===== src/rtl/ioexp_port_bank.sv =====
// I/O-expander register bank: NUM_PORTS 8-bit ports with debounced inputs, sticky interrupt
// status, read snapshot and an INT_N gap FSM. Define IOEXP_POLARITY_EN to add polarity registers.
//   state  | meaning
//   IDLE   | no status pending, INT_N released
//   ASSERT | status pending, INT_N driven low unless disabled
//   GAP    | just released; INT_N held high for GAP_CYCLES before it may re-assert
module ioexp_port_bank #(
    parameter int NUM_PORTS  = 2,
    parameter int DEB_CYCLES = 4,
    parameter int GAP_CYCLES = 2250
) (
    input  logic                   iClk,
    input  logic                   nrst,
    input  logic [7:0]             iOffset,
    input  logic                   iWrEn,
    input  logic [7:0]             iWrData,
    input  logic                   iRdEn,
    output logic [7:0]             oRdData,
    input  logic [8*NUM_PORTS-1:0] iPortIn,
    output logic [8*NUM_PORTS-1:0] oPortOut,
    input  logic                   iIntDisable_n,
    output logic                   oInt_n
);

    localparam logic [3:0]  NP  = 4'(NUM_PORTS);
    localparam logic [7:0]  DEB = 8'(DEB_CYCLES);
    localparam logic [15:0] GAP = 16'(GAP_CYCLES);

    localparam logic [4:0] BK_IN   = 5'd0;
    localparam logic [4:0] BK_OUT  = 5'd1;
    localparam logic [4:0] BK_POL  = 5'd2;
    localparam logic [4:0] BK_CFG  = 5'd3;
    localparam logic [4:0] BK_MASK = 5'd4;
    localparam logic [4:0] BK_STAT = 5'd5;

    typedef enum logic [1:0] {ST_IDLE, ST_ASSERT, ST_GAP} state_t;

    logic [NUM_PORTS-1:0][7:0] sync1_q, sync2_q, deb_last_q, deb_cnt_q, filt_q;
    logic [NUM_PORTS-1:0][7:0] out_q, cfg_q, mask_q, stat_q, snap_q, pol_v;
    logic [NUM_PORTS-1:0]      primed_q;

    logic [NUM_PORTS-1:0][7:0] deb_eff, rep, ev, stat_base, stat_nxt, port_out_v;
    logic [NUM_PORTS-1:0]      accept, snap_load;

    logic [4:0] bank;
    logic [2:0] port_sel;
    logic       port_ok;

    state_t      state_q, state_nxt;
    logic [15:0] gap_q, gap_nxt;
    logic        any_stat;

    assign bank     = iOffset[7:3];
    assign port_sel = iOffset[2:0];
    assign port_ok  = {1'b0, port_sel} < NP;

`ifdef IOEXP_POLARITY_EN
    logic [NUM_PORTS-1:0][7:0] pol_q;

    always_ff @(posedge iClk or negedge nrst) begin
        if (!nrst) begin
            pol_q <= '0;
        end else if (iWrEn && port_ok && bank == BK_POL) begin
            for (int p = 0; p < NUM_PORTS; p++)
                if (port_sel == 3'(p)) pol_q[p] <= iWrData;
        end
    end

    assign pol_v = pol_q;
`else
    assign pol_v = '0;
`endif

    // Debounce counter holds the remaining stable cycles; a change reloads it with the full count.
    always_comb begin
        for (int p = 0; p < NUM_PORTS; p++) begin
            deb_eff[p]   = (sync2_q[p] != deb_last_q[p]) ? DEB : deb_cnt_q[p];
            accept[p]    = (deb_eff[p] == 8'd1);
            rep[p]       = filt_q[p] ^ pol_v[p];
            ev[p]        = (accept[p] && primed_q[p]) ?
                           ((filt_q[p] ^ sync2_q[p]) & cfg_q[p] & ~mask_q[p]) : 8'h00;
            stat_base[p] = (iRdEn && port_ok && bank == BK_IN && port_sel == 3'(p)) ?
                           8'h00 : stat_q[p];
            stat_nxt[p]  = stat_base[p] | ev[p];
            snap_load[p] = (stat_base[p] == 8'h00) && (ev[p] != 8'h00);
            port_out_v[p] = (cfg_q[p] & rep[p]) | (~cfg_q[p] & out_q[p]);
        end
    end

    assign oPortOut = port_out_v;

    always_ff @(posedge iClk or negedge nrst) begin
        if (!nrst) begin
            sync1_q    <= '1;
            sync2_q    <= '1;
            deb_last_q <= '1;
            deb_cnt_q  <= {NUM_PORTS{DEB}};
            filt_q     <= '1;
            primed_q   <= '0;
            out_q      <= '1;
            cfg_q      <= '1;
            mask_q     <= '0;
            stat_q     <= '0;
            snap_q     <= '1;
        end else begin
            sync1_q    <= iPortIn;
            sync2_q    <= sync1_q;
            deb_last_q <= sync2_q;
            stat_q     <= stat_nxt;
            for (int p = 0; p < NUM_PORTS; p++) begin
                deb_cnt_q[p] <= (deb_eff[p] != 8'd0) ? deb_eff[p] - 8'd1 : 8'd0;
                if (accept[p]) begin
                    filt_q[p]   <= sync2_q[p];
                    primed_q[p] <= 1'b1;
                end
                // Snapshot captures the newly accepted value, so a same-cycle clear+event reloads it.
                if (snap_load[p]) snap_q[p] <= sync2_q[p] ^ pol_v[p];
                if (iWrEn && port_ok && port_sel == 3'(p)) begin
                    if (bank == BK_OUT)  out_q[p]  <= iWrData;
                    if (bank == BK_CFG)  cfg_q[p]  <= iWrData;
                    if (bank == BK_MASK) mask_q[p] <= iWrData;
                end
            end
        end
    end

    always_comb begin
        oRdData = 8'hFF;
        for (int p = 0; p < NUM_PORTS; p++) begin
            if (port_sel == 3'(p)) begin
                case (bank)
                    BK_IN:   oRdData = (stat_q[p] != 8'h00) ? snap_q[p] : rep[p];
                    BK_OUT:  oRdData = out_q[p];
                    BK_POL:  oRdData = pol_v[p];
                    BK_CFG:  oRdData = cfg_q[p];
                    BK_MASK: oRdData = mask_q[p];
                    BK_STAT: oRdData = stat_q[p];
                    default: oRdData = 8'hFF;
                endcase
            end
        end
    end

    assign any_stat = |stat_q;

    always_ff @(posedge iClk or negedge nrst) begin
        if (!nrst) begin
            state_q <= ST_IDLE;
            gap_q   <= '0;
            oInt_n  <= 1'b1;
        end else begin
            state_q <= state_nxt;
            gap_q   <= gap_nxt;
            oInt_n  <= (state_q == ST_ASSERT) ? ~iIntDisable_n : 1'b1;
        end
    end

    always_comb begin
        state_nxt = state_q;
        gap_nxt   = gap_q;
        case (state_q)
            ST_IDLE: begin
                if (any_stat) state_nxt = ST_ASSERT;
            end
            ST_ASSERT: begin
                if (!any_stat) begin
                    state_nxt = ST_GAP;
                    gap_nxt   = GAP;
                end
            end
            ST_GAP: begin
                gap_nxt = gap_q - 16'd1;
                if (gap_q == 16'd1) state_nxt = any_stat ? ST_ASSERT : ST_IDLE;
            end
            default: state_nxt = ST_IDLE;
        endcase
    end

endmodule

===== config.mk =====
export PLATFORM = sky130hd
export DESIGN_NAME = ioexp_port_bank
export DESIGN_NICKNAME = d
export VERILOG_FILES = /design/src/rtl/ioexp_port_bank.sv
export SDC_FILE = /design/constraint.sdc
export NUM_CORES = 1
export LEC_CHECK = 0
export ABC_AREA = 1
export ABC_CLOCK_PERIOD_IN_PS = 3600
export BUFFER_PORTS_ARGS = -buffer_cell sky130_fd_sc_hd__buf_2
export CAP_MARGIN = 0
export CORE_MARGIN = 2
export CORE_UTILIZATION = 55
export DETAILED_ROUTE_END_ITERATION = 10
export PLACE_DENSITY = 0.71
export SKIP_CTS_REPAIR_TIMING = 1
export SKIP_LAST_GASP = 1
export SYNTH_ARGS = -nofsm -noshare
export SYNTH_HDL_FRONTEND = slang
export SYNTH_SLANG_ARGS = --single-unit

===== constraint.sdc =====
create_clock -name iClk -period 3.6 [get_ports iClk]
set_input_delay 0.54 -clock iClk [delete_from_list [all_inputs] [get_ports iClk]]
set_output_delay 0.54 -clock iClk [all_outputs]
set_load 0.03 [all_outputs]

==> reports/summary.txt, run 1 <==
Ant. Diodes = 0
run status = complete, no violations
Placed Cells incl. Taps = 1253
kind of start point of the critical path = primary input
fin nets = 1106
number of optimization iterations in the first detailed-route pass = 5
kind of capture point of the worst setup path = output port
chip width = 129.0 µm
number of CTS-inserted buffers = 17
worst reg2reg path depth = 18
fmax = 335.0 MHz
number of violations reported at the end of detailed-routing iteration 0 = 728
clock sink count = 181
layout cells sized above 1 = 23.74%
area of the mapped netlist = 0.008593 mm²
Crit path required time = 3.06 ns
die area = 0.01664 mm²
power after layout = 4.359 mW
library cells used by synthesis = 43
via/cell ratio = 5.461
initial antenna violation count = 0
number of warnings issued by yosys = 0
Setup TNS = 0 ns
MaxCap Viol Count = 0
Critical Path Sink = oRdData[4]
cell area power density = 447.1 mW/mm²
final count of pins violating max slew = 0
final clock skew = 0.007547 ns
cell chosen for the clock root = clkbuf_16
Worst R2R End = snap_q[5]
final non-filler cell area = 0.009749 mm²
min Tclk post-route = 2.985 ns
maximum number of pins on one net before global-route repair = 75
global-route wire length before repair = 34010 µm
sequential-to-total area share from yosys stat = 54.38%
IO buf count = 61
die boundary height = 129.0 µm
internal power of the cells = 3.231 mW
clock-pin slew on the worst setup and hold paths = 0.07 ns
cell count after synthesis = 993
critical path launch point = iOffset[4]
Core ar. = 0.01526 mm²
worst min path class = in2async
Routed Antenna Nets = 0
worst-case setup slack after placement = 0.6425 ns
Flop pwr share = 50.6%
net load switching power = 1.128 mW
via count of the first global-routing pass = 6531
maximum root-to-sink buffer count = 2
critical path type = in2out
portion of total power attributed to the clock network = 43.0%
CP Max Fanout = 12
TritonCTS clock tree = done
VDD IR-drop max = 0.3497 mV
number of failing hold endpoints at the final stage = 0
most used flip-flop cell after synthesis = dfstp_2
Relative slew margins = 49.41%
Logic pwr share = 6.4%
final core utilization = 63.90%
overall via count from detail_route = 7018
standard cell area after detailed placement = 0.009151 mm²
setup violators final = 0
GR Overflow Total = 0
Worst Path Arrival = 2.44 ns
Syn-to-layout area delta = 13.45%
syn_nets = 1038
Sw Ratio = 25.87%
number of synthesized flops with an enable pin = 0
post-synthesis average cell area = 8.654 µm²
RSZ-0062 raised after global routing = false
residual DRC count = 0
HPWL reported at the end of detailed placement = 15500 µm
Worst Max-Slew Pin Slew = 0.7490 ns
top cell types by occurrence after synthesis = 242 x nand2_1, 131 x inv_1, 131 x o21ai_0
Crit Reg-Reg Startpoint = sync2_q[3]
FF+latch count, synth = 181
number of non-filler instances in the completed layout = 1285
IO Count = 62
standby leakage power = 4.426 nW
area share of the largest cell type after synthesis = 35.16%
clock latency on the worst-skew pair = 0.44 ns
CTS H-tree lvls = 4
share of the cycle needed by the critical path after routing = 82.91%
number of fillers in the final layout = 1311
Reg2Reg Setup Slack = 0.67 ns
top cells by area, synth = dfstp_2 35%, dfrtp_1 19%, nand2_1 11%
Tot GR Track Use = 27.03%
setup slack of the critical path after layout = 0.6153 ns
final estimated routing congestion in global placement = 0.9516
Yosys top cell by area = dfstp_2
cell row count = 45
Synth async-reset ratio = 100.0%
Starting Density = 56.32%
drt total wl = 21270 µm
average routed wire per standard cell = 16.56 µm
leading cell type by number of instances after synthesis = nand2_1
Fin Hold WS = 0.1143 ns
power groups by stage:
| stage | combinational, mW | sequential [mW] | clock (mW) |
|---|---|---|---|
| after floorplan | 0.154 | 2.21 | 0 |
| after global placement | 0.276 | 2.23 | 0 |
| after detailed placement | 0.280 | 2.23 | 0 |
| after CTS | 0.281 | 2.20 | 1.91 |
| after global routing | 0.314 | 2.21 | 1.98 |
| final | 0.280 | 2.20 | 1.87 |
critical path, stage by stage:
cell and delay [ns]:
buf_2 0.11, nor2_1 0.07, nand3_1 0.43, inv_1 0.25, a2111oi_0 0.44, o21ai_0 0.19
o31ai_1 0.14, nand2_1 0.08, buf_2 0.19
cells in the final DEF, fill, tap and decap left out, types with 4 or more instances in the layout:
cell type	instances
nand4_1	6
nor3_1	8
nor2_1	78
nand2_4	6
dfstp_2	115
o31ai_1	7
dfrtp_1	66
o41ai_2	5
inv_8	4
nor2_4	5
inv_2	10
buf_2	60
ha_1	8
a21oi_1	40
clkbuf_16	17
xor2_1	5
nand2_1	242
o211ai_1	11
a41oi_1	4
o22ai_1	9
nand3_1	42
o21ai_0	131
inv_1	131
xnor2_1	5
nor2_2	4
nor4_1	4
o21a_1	4
sequential cells by signal, indices dropped and copies added (netlist names), 16 cells and up:
| register | count |
|---|---|
| deb_last_q | 16 |
| cfg_q | 16 |
| filt_q | 16 |
| out_q | 16 |
| gap_q | 16 |
| stat_q | 16 |
| sync2_q | 16 |
| snap_q | 16 |
| deb_cnt_q | 16 |
| mask_q | 16 |
| sync1_q | 16 |
metal layers:
layer / routed length (µm) / global-route usage (%) / vias to the layer above
li1: - / - / 3384
met1: 9965 / 40.24 / 3342
met2: 9209 / 38.78 / 251
met3: 1627 / 6.861 / 41
met4: 471 / 9.015 / 0
met5: 0 / 0 / -
worst min path at each step:
stage | startpoint | endpoint | slack (ns) | cells after the start
after CTS | nrst | deb_cnt_q[11] | 0.13 | 1
after global placement | sync1_q[5] | sync2_q[5] | 0.35 | 0
after floorplan | nrst | deb_cnt_q[0] | 0.24 | 0
after detailed placement | sync1_q[8] | sync2_q[8] | 0.35 | 0
final | nrst | deb_cnt_q[13] | 0.11 | 1
after global routing | nrst | deb_cnt_q[11] | 0.14 | 1
cell families after synthesis:
family	count (synthesis)	share of synthesized area [%]
buf+inv	158	6.902
flops	181	54.38
xor+xnor	10	1.019
mux	1	0.1310
compound gates	225	15.32
fa+ha+maj	8	1.165
simple gates	410	21.08
final cells by class:
class / instances / area [µm²] / area share, %
clock buffer: 18 / 439.2 / 4.505
tap: 211 / 264.0 / 2.708
multi-input combinational: 654 / 3327 / 34.12
inverter: 142 / 533.0 / 5.467
sequential: 181 / 4673 / 47.93
clock inverter: 14 / 158.9 / 1.630
timing repair buffer: 65 / 354.1 / 3.632
(Power assumes the default switching activity.)
==> run 2, diff against run 1 <==
--- a/config.mk
+++ b/config.mk
@@ -6,7 +6,7 @@
 export NUM_CORES = 1
 export LEC_CHECK = 0
 export ABC_AREA = 1
-export ABC_CLOCK_PERIOD_IN_PS = 3600
+export ABC_CLOCK_PERIOD_IN_PS = 3000
 export BUFFER_PORTS_ARGS = -buffer_cell sky130_fd_sc_hd__buf_2
 export CAP_MARGIN = 0
 export CORE_MARGIN = 2
==> constraint.sdc (replaced) <==
create_clock -name iClk -period 3 [get_ports iClk]
set_input_delay 0.45 -clock iClk [delete_from_list [all_inputs] [get_ports iClk]]
set_output_delay 0.45 -clock iClk [all_outputs]
set_load 0.03 [all_outputs]
==> run 2 against run 1 <==
Compared with the run above: sequential power up 20%; largest cell class unchanged; clock power rose by 16%; clock skew rose by 0.0067 ns.
==> reports/summary.txt, run 2 (synthesized netlist as in run 1, its figures left out) <==
drt total wl = 21030 µm (-1.1%)
maximum number of pins on one net before global-route repair = 69 (-8.0%)
Ant. Diodes = 0 (unchanged)
Reg2Reg Setup Slack = 0.26 ns (-0.41 ns)
number of CTS-inserted buffers = 17 (unchanged)
clock latency on the worst-skew pair = 0.44 ns (about the same)
clock-pin slew on the worst setup and hold paths = 0.08 ns (about the same)
Setup TNS = 0 ns (unchanged)
number of optimization iterations in the first detailed-route pass = 7 (+2)
number of failing hold endpoints at the final stage = 0 (unchanged)
Starting Density = 56.32% (unchanged)
Syn-to-layout area delta = 14.18%
cell row count = 45 (unchanged)
Global Route met2 Usage = 38.59% (-0.19 points)
IO buf count = 61 (unchanged)
origin of the worst min-delay path = iPortIn[2]
most frequent cells in the layout = 242 x nand2_1, 131 x inv_1, 131 x o21ai_0, 115 x dfstp_2, 78 x nor2_1
critical path's top delay family = buffers and inverters
number of violations reported at the end of detailed-routing iteration 0 = 671 (-7.8%)
worst min path class = in2reg
Tot GR Track Use = 26.24% (-0.79 points)
Relative slew margins = 54.11% (+4.7 points)
routing usage on met3 = 6.861% (unchanged)
Worst Path Arrival = 2.31 ns (-0.13 ns)
run status = complete, no violations
fmax = 362.8 MHz
VDD IR-drop max = 0.3976 mV (+14%)
setup violators final = 0 (unchanged)
overall via count from detail_route = 7015 (-0.043%)
share of the cycle needed by the critical path after routing = 91.89%
TritonCTS clock tree = done
maximum root-to-sink buffer count = 2 (unchanged)
die area = 0.01664 mm² (unchanged)
Worst Max-Slew Pin Slew = 0.6795 ns (-0.06951 ns)
cell area power density = 525.2 mW/mm² (+17%)
kind of start point of the critical path = primary input
final estimated routing congestion in global placement = 0.9822 (+3.2%)
average routed wire per standard cell = 16.25 µm (-1.8%)
cell chosen for the clock root = clkbuf_16
Crit path required time = 2.55 ns (-0.51 ns)
setup slack of the critical path after layout = 0.2433 ns (-0.3720 ns)
die boundary height = 129.0 µm (unchanged)
Routed Antenna Nets = 0 (unchanged)
Top cell by count, worst path = buf_2
critical path launch point = iOffset[5]
MaxCap Viol Count = 0 (unchanged)
power after layout = 5.153 mW (+18%)
IO Count = 62 (unchanged)
critical path buffer and inverter count = 4 (+1)
clock sink count = 181 (unchanged)
Core ar. = 0.01526 mm² (unchanged)
GR Overflow Total = 0 (unchanged)
Cell Chain, Critical Path = buf_2 -> inv_1 -> nand4_1 -> clkinv_1 -> a221oi_1 -> o211ai_1 -> o21ai_0 -> nand2_1 -> buf_2
CP Max Fanout = 17 (+5)
most frequent standard cell in the layout excluding fill and tap cells = nand2_1
kind of capture point of the worst setup path = output port
initial antenna violation count = 0 (unchanged)
via/cell ratio = 5.421 (-0.74%)
global-route wire length before repair = 33400 µm (-1.8%)
chip width = 129.0 µm (unchanged)
via count of the first global-routing pass = 6371 (-2.4%)
standby leakage power = 4.463 nW (+0.84%)
worst-case setup slack after placement = 0.2699 ns (-0.3726 ns)
delay of the slowest cell on the worst path = 0.47 ns (+0.03 ns)
HPWL reported at the end of detailed placement = 15390 µm (-0.70%)
critical path type = in2out
Fin Hold WS = 0.1005 ns (-0.01374 ns)
cell at the slowest stage of the critical path = clkinv_1
final count of pins violating max slew = 0 (unchanged)
Crit Reg-Reg Startpoint = sync2_q[13]
final clock skew = 0.01427 ns (+0.006718 ns)
CTS H-tree lvls = 4 (unchanged)
fin nets = 1115 (+0.81%)
layer with the highest usage = met1
RSZ-0062 raised after global routing = false
residual DRC count = 0 (unchanged)
met1 Track Usage GR = 38.63% (-1.6 points)
min Tclk post-route = 2.757 ns
layout cells sized above 1 = 24.19% (+0.45 points)
==> run 2: cell count changes in the layout (fill, tap and decap cells not counted), sizes merged <==
cell         before  now
buf              65   73
bufinv            1    0
clkbuf           18   19
clkinv            5    6
clkinvlp          2    1
dlygate4sd3       0    1
==> run 2: per-layer routing <==
metal,vias to the layer above,share of wire (%)
met5,-,0
met4,0,1.9
met3,34,8.2
met2,268,44
met1,3306,46
li1,3407,-
==> run 2: power breakdown <==
| part | leakage, nW | internal [mW] | switching (mW) | total [mW] |
|---|---|---|---|---|
| combinational | 2.17 | 0.101 | 0.241 | 0.342 |
| sequential | 2.02 | 2.57 | 0.0676 | 2.64 |
| clock | 0.280 | 1.13 | 1.04 | 2.17 |
==> run 2: worst reg2reg max path, cell delays in order (launching register included) <==
cell     delay [ns]
dfstp_2        0.58
inv_1          0.07
nand2_1        0.06
nand2_1        0.04
nor2_1         0.11
nand2_1        0.12
nor2_4         0.19
inv_1          0.12
nor2_1         0.22
ha_1           0.20
inv_1          0.06
nor2_4         0.12
nand2_4        0.07
nor2_8         0.18
o41ai_2        0.12
nand2_4        0.15
nand2_4        0.10
nand2_1        0.09
nand2_1        0.05
==> run 2: through the flow <==
step	cells	utilization [%]	instance area (µm²)
CTS	1293	64.24	9802
global route	1294	64.31	9812
floorplan	993	-	8593
finish	1294	64.31	9812
detailed placement	1261	60.45	9224
global placement	1261	60.45	9224
==> run 2: path summary, 6_finish.rpt <==
path | endpoint | cells past startpoint
hold / removal | sync1_q[2] | 1
setup reg to reg | snap_q[13] | 18
hold reg to reg | sync2_q[7] | 0
setup / recovery | oRdData[0] | 9
max in group asynchronous | snap_q[3] | 3
min in group asynchronous | deb_cnt_q[14] | 2
==> run 2: cell type report <==
class | count | area [µm²]
tap | 211 | 264.0
timing repair buffer | 74 | 436.7
multi-input combinational | 654 | 3327
inverter | 142 | 533.0
fill | 1301 | 5446
sequential | 181 | 4673
clock buffer | 19 | 442.9
clock inverter | 13 | 135.1
==> run 3, diff against run 2 <==
--- a/config.mk
+++ b/config.mk
@@ -9,10 +9,12 @@
 export ABC_CLOCK_PERIOD_IN_PS = 3000
 export BUFFER_PORTS_ARGS = -buffer_cell sky130_fd_sc_hd__buf_2
 export CAP_MARGIN = 0
+export CELL_PAD_IN_SITES_DETAIL_PLACEMENT = 0
+export CELL_PAD_IN_SITES_GLOBAL_PLACEMENT = 1
 export CORE_MARGIN = 2
-export CORE_UTILIZATION = 55
+export CORE_UTILIZATION = 46
 export DETAILED_ROUTE_END_ITERATION = 10
-export PLACE_DENSITY = 0.71
+export PLACE_DENSITY = 0.77
 export SKIP_CTS_REPAIR_TIMING = 1
 export SKIP_LAST_GASP = 1
 export SYNTH_ARGS = -nofsm -noshare
==> run 3 against run 2 <==
Compared with the run above: sequential power is essentially flat; register-to-register slack hardly changed; utilization shrank 9.4 points; count of clock-buffer cells in the layout up 1; cell area up 1.5%; non-clock buffer count up 4; combinational power about the same; largest cell class unchanged; critical path depth rose by 9.
==> reports/summary.txt, run 3 (synthesized netlist as in run 1, its figures left out) <==
run status = complete, no violations
Fin Hold WS = 0.04610 ns (-0.05444 ns)
chip width = 140.7 µm (+9.1%)
maximum root-to-sink buffer count = 2 (unchanged)
critical path launch point = sync2_q[10]
kind of capture point of the worst setup path = flop
share of the cycle needed by the critical path after routing = 91.15% (-0.74 points)
number of violations reported at the end of detailed-routing iteration 0 = 573 (-15%)
fin nets = 1119 (+0.36%)
min Tclk post-route = 2.735 ns (-0.02210 ns)
number of failing hold endpoints at the final stage = 0 (unchanged)
Worst Max-Slew Pin Slew = 0.7275 ns (+0.04796 ns)
global-route wire length before repair = 36490 µm (+9.2%)
number of CTS-inserted buffers = 17 (unchanged)
cell row count = 49 (+8.9%)
average routed wire per standard cell = 16.91 µm (+4.1%)
Routed Antenna Nets = 0 (unchanged)
CTS H-tree lvls = 4 (unchanged)
cell area power density = 556.9 mW/mm² (+6.0%)
overall via count from detail_route = 6908 (-1.5%)
clock sink count = 181 (unchanged)
kind of start point of the critical path = flop
Relative slew margins = 50.87% (-3.2 points)
IO Count = 62 (unchanged)
via count of the first global-routing pass = 6844 (+7.4%)
clock latency on the worst-skew pair = 0.44 ns (about the same)
final clock skew = 0.01536 ns (+0.001096 ns)
Syn-to-layout area delta = 15.87%
setup violators final = 0 (unchanged)
Worst Path Arrival = 3.10 ns (+0.79 ns)
critical path type = reg2reg
standby leakage power = 4.535 nW (+1.6%)
Tot GR Track Use = 23.66% (-2.6 points)
die area = 0.01979 mm² (+19%)
via/cell ratio = 5.249 (-3.2%)
fmax = 365.7 MHz (+0.81%)
Crit path required time = 3.37 ns (+0.82 ns)
most frequent standard cell in the layout excluding fill and tap cells = nand2_1
IO buf count = 61 (unchanged)
maximum number of pins on one net before global-route repair = 78 (+13%)
initial antenna violation count = 0 (unchanged)
clock-pin slew on the worst setup and hold paths = 0.07 ns (about the same)
Ant. Diodes = 0 (unchanged)
TritonCTS clock tree = done
Setup TNS = 0 ns (unchanged)
Crit Reg-Reg Startpoint = sync2_q[10]
number of optimization iterations in the first detailed-route pass = 7 (unchanged)
layout cells sized above 1 = 24.56% (+0.37 points)
HPWL reported at the end of detailed placement = 16420 µm (+6.7%)
worst min path class = in2async
GR Overflow Total = 0 (unchanged)
residual DRC count = 0 (unchanged)
final count of pins violating max slew = 0 (unchanged)
Core ar. = 0.01815 mm² (+19%)
most frequent cells in the layout = 242 x nand2_1, 131 x inv_1, 131 x o21ai_0, 115 x dfstp_2, 78 x nor2_1
CP Max Fanout = 10 (-7)
RSZ-0062 raised after global routing = false
final estimated routing congestion in global placement = 0.8941 (-9.0%)
cell chosen for the clock root = clkbuf_16
MaxCap Viol Count = 0 (unchanged)
die boundary height = 140.7 µm (+9.1%)
Starting Density = 47.35% (-9.0 points)
VDD IR-drop max = 0.3696 mV (-7.0%)
drt total wl = 22260 µm (+5.8%)
run 3: critical path: stages (launching register included):
cell and delay [ns]:
dfstp_2 0.57, inv_1 0.08, nand2_1 0.06, nand2_1 0.05, nor2_1 0.13, nand2_1 0.11
nor2_4 0.15, inv_1 0.11, nor2_1 0.25, ha_1 0.21, inv_1 0.06, nor2_4 0.11
nand2_4 0.08, nor2_8 0.18, o41ai_2 0.12, nand2_4 0.16, nand2_4 0.10, nand2_1 0.10
nand2_1 0.05
run 3: report_power, final:
part           switching, mW  internal [mW]
registers             0.0670           2.58
clock network          0.991           1.57
logic                  0.242          0.100
run 3: worst paths after layout:
check | to | slack (ns) | cells after the start
max | snap_q[14] | 0.27 | 18
min | mask_q[11] | 0.05 | 1
min in group iClk | sync1_q[3] | 0.10 | 1
min reg2reg | sync2_q[6] | 0.36 | 0
max in group asynchronous | sync2_q[13] | 2.10 | 2
max reg2reg | snap_q[14] | 0.27 | 18
run 3: area by class of cell:
type	count	area, µm²
clock buffers	20	467.9
clock inverters	12	215.2
fillers	1689	8190
inverters	142	533.0
multi-input cells	654	3327
flip-flops and latches	181	4673
well taps	229	286.5
repair buffers	78	454.2
run 3: metal layers:
| layer | global-route usage, % | part of all wire (%) | vias up |
|---|---|---|---|
| li1 | - | - | 3402 |
| met1 | 32.80 | 45 | 3317 |
| met2 | 38.49 | 48 | 166 |
| met3 | 4.280 | 4.7 | 23 |
| met4 | 6.632 | 1.7 | 0 |
| met5 | 0 | 0 | - |
run 3: per-stage QoR:
stage | area [µm²] | utilization, % | power [mW] | instances | worst slack (ns)
6_report | 9957 | 54.87 | 5.545 | 1316 | 0.2654
5_1_grt | 9957 | 54.87 | 5.768 | 1316 | 0.001599
4_1_cts | 9957 | 54.87 | 5.608 | 1316 | 0.2502
3_5_place_dp | 9274 | 51.10 | 3.026 | 1284 | 0.2850
3_3_place_gp | 9274 | 51.10 | 3.022 | 1284 | 0.3578
2_1_floorplan | 8593 | - | 2.843 | 993 | 0.5670
